==> config.mk <==
export PLATFORM = sky130hd
export DESIGN_NAME = console_writer
export DESIGN_NICKNAME = d
export VERILOG_FILES = /design/src/rtl/console_writer_pkg.sv /design/src/rtl/console_writer.sv
export SDC_FILE = /design/constraint.sdc
export NUM_CORES = 1
export LEC_CHECK = 0
export CORE_AREA = 2 2 115 117
export CTS_CLUSTER_SIZE = 8
export DETAILED_ROUTE_END_ITERATION = 10
export DIE_AREA = 0 0 117 119
export GPL_TIMING_DRIVEN = 0
export PLACE_DENSITY = 0.65
export SETUP_SLACK_MARGIN = 0.05
export SLEW_MARGIN = 20
export SYNTH_ARGS = -nofsm -noshare
export SYNTH_HDL_FRONTEND = slang
export SYNTH_SLANG_ARGS = --single-unit
==> constraint.sdc <==
create_clock -name clk -period 5.3 [get_ports clk]
set_input_delay 1.06 -clock clk [delete_from_list [all_inputs] [get_ports clk]]
set_output_delay 1.06 -clock clk [all_outputs]
set_load 0.01 [all_outputs]
==> src/rtl/console_writer_pkg.sv <==
`default_nettype none
// ============================================================================
//  Module      : console_writer_pkg
//  Description : Shared control codes, cell constants and writer state type
//                for the HDMI text console.
//  Revision    : 1.0  initial release
// ============================================================================
package console_writer_pkg;

    localparam logic [7:0] c_CR           = 8'h0D;
    localparam logic [7:0] c_LF           = 8'h0A;
    localparam logic [7:0] c_BS           = 8'h08;
    localparam logic [7:0] c_TAB          = 8'h09;
    localparam logic [7:0] c_FF           = 8'h0C;
    localparam logic [7:0] c_ESC          = 8'h1B;
    localparam logic [7:0] c_DEFAULT_ATTR = 8'h07;
    localparam logic [7:0] c_BLANK        = 8'h20;

    typedef enum logic [1:0] {
        ST_IDLE    = 2'd0,
        ST_ESC     = 2'd1,
        ST_CLR_ROW = 2'd2,
        ST_CLR_ALL = 2'd3
    } state_t;

endpackage : console_writer_pkg
`default_nettype wire

==> src/rtl/console_writer.sv <==
`default_nettype none
// ============================================================================
//  Module      : console_writer
//  Description : Byte-stream to text-RAM cell writer with cursor, attribute
//                and circular-scroll handling.
//  Revision    : 1.0  initial release
// ============================================================================
module console_writer
    import console_writer_pkg::*;
#(
    parameter int COLS       = 80,
    parameter int ROWS       = 30,
    parameter int ADDR_WIDTH = 12
) (
    input  logic                    clk,
    input  logic                    rst,
    input  logic [7:0]              ch,
    input  logic                    ch_valid,
    output logic                    ch_ready,
    output logic                    wr_en,
    output logic [ADDR_WIDTH-1:0]   wr_addr,
    output logic [15:0]             wr_data,
    output logic [$clog2(ROWS)-1:0] scroll_row,
    output logic [$clog2(COLS)-1:0] cursor_col,
    output logic [$clog2(ROWS)-1:0] cursor_row
);

    localparam int COL_W = $clog2(COLS);
    localparam int ROW_W = $clog2(ROWS);
    localparam int TAB_W = COL_W + 1;
    localparam int CNT_W = ADDR_WIDTH + 1;

    state_t                r_state, w_state_nxt;
    logic [COL_W-1:0]      r_col, w_col_nxt;
    logic [ROW_W-1:0]      r_row, w_row_nxt;
    logic [ROW_W-1:0]      r_scroll, w_scroll_nxt;
    logic [7:0]            r_attr, w_attr_nxt;
    logic                  r_wr_en, w_wr_en_nxt;
    logic [ADDR_WIDTH-1:0] r_wr_addr, w_wr_addr_nxt;
    logic [15:0]           r_wr_data, w_wr_data_nxt;
    logic [ADDR_WIDTH-1:0] r_clr_addr, w_clr_addr_nxt;
    logic [CNT_W-1:0]      r_clr_cnt, w_clr_cnt_nxt;

    logic                  w_accept;
    logic                  w_last_row;
    logic                  w_last_col;
    logic [ROW_W:0]        w_phys_sum;
    logic [ROW_W-1:0]      w_phys_row;
    logic [ROW_W-1:0]      w_scroll_inc;
    logic [ADDR_WIDTH-1:0] w_cell_addr;
    logic [ADDR_WIDTH-1:0] w_row_base;
    logic [TAB_W-1:0]      w_tab;

    assign ch_ready   = (r_state == ST_IDLE) || (r_state == ST_ESC);
    assign w_accept   = ch_valid && ch_ready;
    assign w_last_row = (r_row == ROW_W'(ROWS - 1));
    assign w_last_col = (r_col == COL_W'(COLS - 1));

    assign w_phys_sum   = {1'b0, r_row} + {1'b0, r_scroll};
    assign w_phys_row   = (w_phys_sum >= (ROW_W + 1)'(ROWS))
                        ? ROW_W'(w_phys_sum - (ROW_W + 1)'(ROWS))
                        : ROW_W'(w_phys_sum);
    assign w_scroll_inc = (r_scroll == ROW_W'(ROWS - 1)) ? '0 : r_scroll + 1'b1;
    assign w_cell_addr  = ADDR_WIDTH'(w_phys_row) * ADDR_WIDTH'(COLS) + ADDR_WIDTH'(r_col);
    // After a scroll the new bottom physical row is the old top row.
    assign w_row_base   = ADDR_WIDTH'(r_scroll) * ADDR_WIDTH'(COLS);

    always_comb begin
        w_tab = ({1'b0, r_col} | TAB_W'(7)) + TAB_W'(1);
        if (w_tab > TAB_W'(COLS - 1)) begin
            w_tab = TAB_W'(COLS - 1);
        end
    end

    always_ff @(posedge clk or posedge rst) begin
        if (rst) begin
            r_state    <= ST_IDLE;
            r_col      <= '0;
            r_row      <= '0;
            r_scroll   <= '0;
            r_attr     <= c_DEFAULT_ATTR;
            r_wr_en    <= 1'b0;
            r_wr_addr  <= '0;
            r_wr_data  <= '0;
            r_clr_addr <= '0;
            r_clr_cnt  <= '0;
        end else begin
            r_state    <= w_state_nxt;
            r_col      <= w_col_nxt;
            r_row      <= w_row_nxt;
            r_scroll   <= w_scroll_nxt;
            r_attr     <= w_attr_nxt;
            r_wr_en    <= w_wr_en_nxt;
            r_wr_addr  <= w_wr_addr_nxt;
            r_wr_data  <= w_wr_data_nxt;
            r_clr_addr <= w_clr_addr_nxt;
            r_clr_cnt  <= w_clr_cnt_nxt;
        end
    end

    always_comb begin
        w_state_nxt    = r_state;
        w_col_nxt      = r_col;
        w_row_nxt      = r_row;
        w_scroll_nxt   = r_scroll;
        w_attr_nxt     = r_attr;
        w_wr_en_nxt    = 1'b0;
        w_wr_addr_nxt  = r_wr_addr;
        w_wr_data_nxt  = r_wr_data;
        w_clr_addr_nxt = r_clr_addr;
        w_clr_cnt_nxt  = r_clr_cnt;

        case (r_state)
            ST_IDLE: begin
                if (w_accept) begin
                    if (ch >= c_BLANK) begin
                        w_wr_en_nxt   = 1'b1;
                        w_wr_addr_nxt = w_cell_addr;
                        w_wr_data_nxt = {r_attr, ch};
                        if (w_last_col) begin
                            w_col_nxt = '0;
                            if (w_last_row) begin
                                // Character goes out now; the whole row clear follows it.
                                w_scroll_nxt   = w_scroll_inc;
                                w_state_nxt    = ST_CLR_ROW;
                                w_clr_addr_nxt = w_row_base;
                                w_clr_cnt_nxt  = CNT_W'(COLS);
                            end else begin
                                w_row_nxt = r_row + 1'b1;
                            end
                        end else begin
                            w_col_nxt = r_col + 1'b1;
                        end
                    end else begin
                        case (ch)
                            c_CR: w_col_nxt = '0;
                            c_LF: begin
                                if (w_last_row) begin
                                    w_scroll_nxt   = w_scroll_inc;
                                    w_state_nxt    = ST_CLR_ROW;
                                    w_wr_en_nxt    = 1'b1;
                                    w_wr_addr_nxt  = w_row_base;
                                    w_wr_data_nxt  = {r_attr, c_BLANK};
                                    w_clr_addr_nxt = w_row_base + 1'b1;
                                    w_clr_cnt_nxt  = CNT_W'(COLS - 1);
                                end else begin
                                    w_row_nxt = r_row + 1'b1;
                                end
                            end
                            c_BS: begin
                                if (r_col != '0) begin
                                    w_col_nxt = r_col - 1'b1;
                                end
                            end
                            c_TAB: w_col_nxt = COL_W'(w_tab);
                            c_FF: begin
                                w_col_nxt      = '0;
                                w_row_nxt      = '0;
                                w_scroll_nxt   = '0;
                                w_state_nxt    = ST_CLR_ALL;
                                w_wr_en_nxt    = 1'b1;
                                w_wr_addr_nxt  = '0;
                                w_wr_data_nxt  = {r_attr, c_BLANK};
                                w_clr_addr_nxt = ADDR_WIDTH'(1);
                                w_clr_cnt_nxt  = CNT_W'(COLS * ROWS - 1);
                            end
                            c_ESC:   w_state_nxt = ST_ESC;
                            default: ;
                        endcase
                    end
                end
            end

            ST_ESC: begin
                if (w_accept) begin
                    w_attr_nxt  = ch;
                    w_state_nxt = ST_IDLE;
                end
            end

            ST_CLR_ROW, ST_CLR_ALL: begin
                if (r_clr_cnt == '0) begin
                    w_state_nxt = ST_IDLE;
                end else begin
                    w_wr_en_nxt    = 1'b1;
                    w_wr_addr_nxt  = r_clr_addr;
                    w_wr_data_nxt  = {r_attr, c_BLANK};
                    w_clr_addr_nxt = r_clr_addr + 1'b1;
                    w_clr_cnt_nxt  = r_clr_cnt - 1'b1;
                end
            end

            default: w_state_nxt = ST_IDLE;
        endcase
    end

    assign wr_en      = r_wr_en;
    assign wr_addr    = r_wr_addr;
    assign wr_data    = r_wr_data;
    assign scroll_row = r_scroll;
    assign cursor_col = r_col;
    assign cursor_row = r_row;

endmodule : console_writer
`default_nettype wire
After elaboration in Yosys (flattened, before gate mapping)

Cells that the tools add are included.

Flip-flop bits (word level): 81
Logic and storage cells: 122
Output and inout bits: 47

Eq/ne operators: 24
Magnitude comparators: 3
Multipliers: 2
Multiplexer cells: 56
Reduce and logical (&&, ||, !) cells: 16
Add/subtract/negate cells: 11

Operator list:

| operator                                                               | count |
|---|---|
| 12-bit 2-to-1 mux                                                      | 9 |
| 12-bit case mux with 2 select lines                                    | 4 |
| 13-bit 2-to-1 mux                                                      | 6 |
| 16-bit 2-to-1 mux                                                      | 4 |
| 16-bit case mux with 2 select lines                                    | 2 |
| 13-bit case mux with 2 select lines                                    | 2 |
| 8-bit by 4-bit equality test with 1-bit output (second input constant) | 5 |
| 5-bit 2-to-1 mux                                                       | 8 |
| 7-bit 2-to-1 mux                                                       | 4 |
| 12-bit by 1-bit adder with 12-bit output (second input constant)       | 2 |
| 7-bit case mux with 3 select lines                                     | 1 |
| 5-bit case mux with 2 select lines                                     | 2 |
| 5-bit by 3-bit multiplier with 8-bit output (second input constant)    | 2 |
| 13-bit logical NOT                                                     | 1 |
| 13-bit by 1-bit subtractor with 13-bit output (second input constant)  | 1 |
| 12-bit by 7-bit adder with 12-bit output                               | 1 |
| 2-bit 2-to-1 mux                                                       | 6 |
| 3-bit inequality test (second input constant)                          | 4 |
| 2-bit case mux with 3 select lines                                     | 2 |
| 5-bit by 1-bit adder with 5-bit output (second input constant)         | 2 |
| 5-bit equality test (second input constant)                            | 2 |
| 2-bit inequality test (second input constant)                          | 5 |
| 5-bit AND reduction                                                    | 2 |
| 7-bit by 1-bit adder with 8-bit output (second input constant)         | 1 |
| other kinds (27)                                                       | 34 |

Logic depth before layout (Yosys ltp)

Depth after elaboration: 8
Mapped depth: 18
Depth with buffers taken out: 18

Least setup slack after synthesis

Ideal clock, no wire load.

Kind: flip-flop to flip-flop
Start point: register r_scroll[0], in the netlist scroll_row[0]
End point: register r_wr_addr[11], in the netlist wr_addr[11]
Cell stages (with the launch flop): 15
Period minus slack after synthesis: 4465 ps
Library setup time: 99 ps
Setup slack: 835 ps
Data arrival time: 4366 ps
Path through: dfrtp_1 -> ha_1 -> fa_1 -> xnor2_1 -> a2111o_1 -> and4b_1 -> or4_1 -> buf_2 -> ha_1 -> fa_1 -> o211ai_1 -> nor2_1 -> nand3_1 -> or3_1 -> a311oi_1

Word-level cells in the longest chain between the ends: 8

RTL lines:

| what                                                                                      | line                                       | source |
|---|---|---|
| from (decl)                                                                               | console_writer.sv:36                       | `logic [ROW_W-1:0] r_scroll, w_scroll_nxt;` |
| from (signal assigned)                                                                    | console_writer.sv:91                       | `r_scroll <= w_scroll_nxt;` |
| 5-bit by 5-bit adder with 6-bit output                                                    | console_writer.sv:59                       | `assign w_phys_sum = {1'b0, r_row} + {1'b0, r_scroll};` |
| 5-bit subtractor / 6-bit by 5-bit >= comparator with 1-bit output (equally long branches) | console_writer.sv:61, console_writer.sv:60 |  |
| 5-bit 2-to-1 mux                                                                          | console_writer.sv:61                       | `? ROW_W'(w_phys_sum - (ROW_W + 1)'(ROWS))` |
| 5-bit by 3-bit multiplier with 8-bit output                                               | console_writer.sv:64                       | `assign w_cell_addr = ADDR_WIDTH'(w_phys_row) * ADDR_WIDTH'(COLS) + ADDR_WIDTH'(r_col);` |
| 12-bit by 7-bit adder with 12-bit output                                                  | console_writer.sv:64                       |  |
| 12-bit 2-to-1 mux (*)                                                                     | console_writer.sv:116                      | `if (ch >= c_BLANK) begin` |
| 12-bit 2-to-1 mux (*)                                                                     | console_writer.sv:115                      | `if (w_accept) begin` |
| 12-bit case mux with 2 select lines (*)                                                   | console_writer.sv:113                      | `case (r_state)` |
| to (signal assigned)                                                                      | console_writer.sv:94                       | `r_wr_addr <= w_wr_addr_nxt;` |
| to (decl)                                                                                 | console_writer.sv:39                       | `logic [ADDR_WIDTH-1:0] r_wr_addr, w_wr_addr_nxt;` |

Every way passes the cells marked *; elsewhere a longest branch is shown, timed or not. The select of a mux whose other input is x is not followed.
A chain may end at the register's enable or synchronous reset.

Worst setup path after layout

Same ends and word-level chain as after synthesis.

==> results.sh <==
export IMPL_status="finished clean"
export IMPL_detail_route_antenna_nets=0
export IMPL_slowest_delay_ps=610
export IMPL_ys_warn_count=0
export IMPL_fin_ws_ps=359.7
export IMPL_num_vias=5076
export IMPL_p_total_w=0.002769
export IMPL_grt_pass1_vias=4820
export IMPL_postRouteWirelength_um=15450
export IMPL_final_hold_violation_count=0
export IMPL_synth_distinct_cells=65
export IMPL_finalSetupViolations=0
export IMPL_clkTransAtPathRegs_ps=70
export IMPL_finish_utilization=0.4988
export IMPL_htree_levels=3
export IMPL_fmax_ghz=0.2024
export IMPL_gr_usage_met3=0.04682
export IMPL_cts_tree="built"
export IMPL_drc_errors=0
export IMPL_gp_congestion=0.9380
export IMPL_postSynthCellCount=619
export IMPL_hp_class="reg -> reg"
export IMPL_hpwl_um=11230
export IMPL_die_w_um=117
export IMPL_grt_busiest_layer="met2"
export IMPL_postSynthAreaPerCell_um2=8.579
export IMPL_grt_pass1_wl_um=25020
export IMPL_leakage_nw=2.731
export IMPL_worstSetupEndpointType="flop"
export IMPL_min_period_ps=4940
export IMPL_max_cap_viol_count=0
export IMPL_n_antenna_cell=0
export IMPL_worstPathRequired_ps=5560
export IMPL_use_met1=0.3236
export IMPL_cp_arrival_ps=5200
export IMPL_layout_common_cells="nand2_1 (87), dfrtp_1 (78), o21ai_0 (57), clkdlybuf4s50_1 (56), a21oi_1 (45)"
export IMPL_place_area_um2=6121
export IMPL_tns_ps=0
export IMPL_grt_max_degree=52
export IMPL_synth_flop_cell="dfrtp_1"
export IMPL_cts_buffers=9
export IMPL_io_pins=58
export IMPL_synth_fp_nets=666
export IMPL_drt_iter0_drc=338
export IMPL_numClockSinks=81
export IMPL_crit_path_start_kind="flop"
export IMPL_met2_usage=0.3555
export IMPL_stdcell_area_um2=6422
export IMPL_drive_above_1_share=0.06358
export IMPL_die_y_um=119
export IMPL_ir_worst_vdd_uv=276.2
export IMPL_reg2reg_depth=14
export IMPL_crit_buf_inv=2
export IMPL_path_depth=14
export IMPL_via_per_inst=5.848
export IMPL_clk_path_buf_depth=2
export IMPL_dieArea_um2=13920
export IMPL_synth_edf_count=0
export IMPL_hold_buffers=0
export IMPL_root_buffer="clkbuf_16"
export IMPL_syn_cell_area_um2=5310
export IMPL_place_ws_ps=314.8
export IMPL_clk_latency_ps=350
export IMPL_relSlewSlack=0.3799
export IMPL_hold_depth=2
export IMPL_dr_pass1_iters=4
export IMPL_clock_skew_ps=6.869
export IMPL_routedWlPerCell_um=17.80
export IMPL_worst_pin_slew_ps=918.5
export IMPL_cellPowerDensity_nw_per_um2=431.2
export IMPL_grtUsageTotal=0.2313
export IMPL_antenna_found_initial=0
export IMPL_ys_seq_elements=81
export IMPL_design_core_area_um2=12870
export IMPL_initial_utilization=0.4124
export IMPL_ys_async_sr_fraction=1.000
export IMPL_synth_seq_area_share=0.3824
export IMPL_fin_crit_sh=0.9321
export IMPL_cp_max_fo=10
export IMPL_crit_slowest_cell="fa_1"
export IMPL_final_nets=734
export IMPL_mostFrequentLayoutCell="nand2_1"
export IMPL_globalRouteOverflowTotal=0
export IMPL_cp_top_family="adder cells"
export IMPL_portBuffers=56
export IMPL_path_cells="ha_1 > fa_1 > inv_1 > a2111o_1 > and4b_1 > or4_1 > buf_2 > ha_1 > fa_1 > o211ai_1 > nor2_1 > nand3_1 > or3_1 > a311oi_1"
export IMPL_rsz0062_at_grt="no"
export IMPL_report_final_slew_viol_count=0
export IMPL_num_fill_cells=1251
export IMPL_areaGrowthSynthToFinish_pct=20.95
export IMPL_critical_path_class="reg -> reg"
export IMPL_row_count=42
export IMPL_r2r_slack_ps=360
[cell usage after synthesis (3+ instances only)]
cell type | n | area (um2)
o21ai_0 | 57 | 285.3
nand4_1 | 8 | 50.05
o22ai_1 | 3 | 18.77
nand2b_1 | 11 | 68.82
or3_1 | 8 | 50.05
dfrtp_1 | 78 | 1952
o211ai_1 | 6 | 45.04
mux2_2 | 10 | 112.6
a221o_1 | 4 | 40.04
inv_1 | 21 | 78.83
fa_1 | 4 | 80.08
buf_2 | 5 | 25.02
a211oi_1 | 5 | 37.54
xor2_1 | 4 | 35.03
a21oi_1 | 45 | 225.2
a221oi_1 | 6 | 52.55
ha_1 | 32 | 400.4
nand2_1 | 87 | 326.6
a21boi_0 | 3 | 22.52
a21o_1 | 8 | 60.06
a22o_1 | 4 | 35.03
o31ai_1 | 5 | 37.54
and2_1 | 5 | 31.28
o311ai_0 | 3 | 26.28
mux2i_1 | 3 | 30.03
nand3_1 | 26 | 130.1
clkbuf_1 | 28 | 105.1
and3_1 | 8 | 50.05
nor2_1 | 43 | 161.4
o22a_1 | 3 | 26.28
nor3_1 | 10 | 50.05
a31oi_1 | 10 | 62.56
nor2b_1 | 7 | 43.79
xnor2_1 | 10 | 87.58
dfstp_2 | 3 | 78.83
or4_1 | 4 | 30.03
nor4_1 | 4 | 25.02
[per-stage QoR]
| stage | hold WS (ps) | cells |
|---|---|---|
| after floorplan | 433.1 | 619 |
| after global placement | 442.2 | 851 |
| after detailed placement | 454.5 | 852 |
| after CTS | 468.5 | 868 |
| after global routing | 487.7 | 868 |
| final | 468.4 | 868 |
[power by group]
part           total (W)  switching [W]  internal (W)
Clock           0.000647       0.000277      0.000370
Combinational    0.00119       0.000647      0.000542
Sequential      0.000933       0.000158      0.000775
[per-layer routing]
layer  vias up  wire length (um)
li1       2398                 -
met1      2504              7160
met2       152              7226
met3        22               786
met4         0               278
met5         -                 0
[repair_timing]
action | CTS | global route
endpoints found under the setup margin | 0 | 3
endpoints found under the hold margin | 0 | 0
gates resized for setup | 0 | 1
buffers inserted | 0 | 0
[cells by family (layout without fill, tap and decap cells)]
kind of cell	count (synthesis)	in the layout	share of synthesized area
and+or+nand+nor	235	235	0.2144
AOI/OAI and AO/OA	185	185	0.2227
DFF	81	81	0.3824
buffers and inverters	55	128	0.04006
adders and majority gates	36	36	0.09048
xor gates and xnor gates	14	14	0.02309
muxes	13	13	0.02686
[worst reg2reg max path: stages (launching register included)]
cell      delay [ps]
dfrtp_1          540
ha_1             310
fa_1             590
inv_1             90
a2111o_1         420
and4b_1          200
or4_1            520
buf_2            170
ha_1             350
fa_1             610
o211ai_1         110
nor2_1           230
nand3_1          100
or3_1            320
a311oi_1         270
[cell type report]
class | instances | area (um2) | share of cell area
plain buffers | 33 | 130.1 | 0.02026
clock buffers | 11 | 232.7 | 0.03624
clock inverters | 5 | 63.81 | 0.009936
inverters | 22 | 85.08 | 0.01325
multi-input cells | 483 | 3072 | 0.4783
flip-flops and latches | 81 | 2031 | 0.3162
well taps | 176 | 220.2 | 0.03429
repair buffers | 57 | 588.1 | 0.09156
[registers in the layout, indices dropped and copies added (netlist names)]
register and cells:
r_clr_cnt 13, wr_data 16, wr_addr 12, scroll_row 5
r_state 2, wr_en 1, r_attr 8, cursor_row 5
cursor_col 7, r_clr_addr 12
[final timing paths]
| path | endpoint | startpoint |
|---|---|---|
| max in group asynchronous | scroll_row[0] | rst |
| max reg2reg | wr_addr[11] | scroll_row[0] |
| min in group asynchronous | wr_data[7] | rst |
| max | wr_addr[11] | scroll_row[0] |
| min reg2reg | wr_data[13] | r_attr[5] |
| min | wr_data[13] | r_attr[5] |
(Power assumes the default switching activity.)
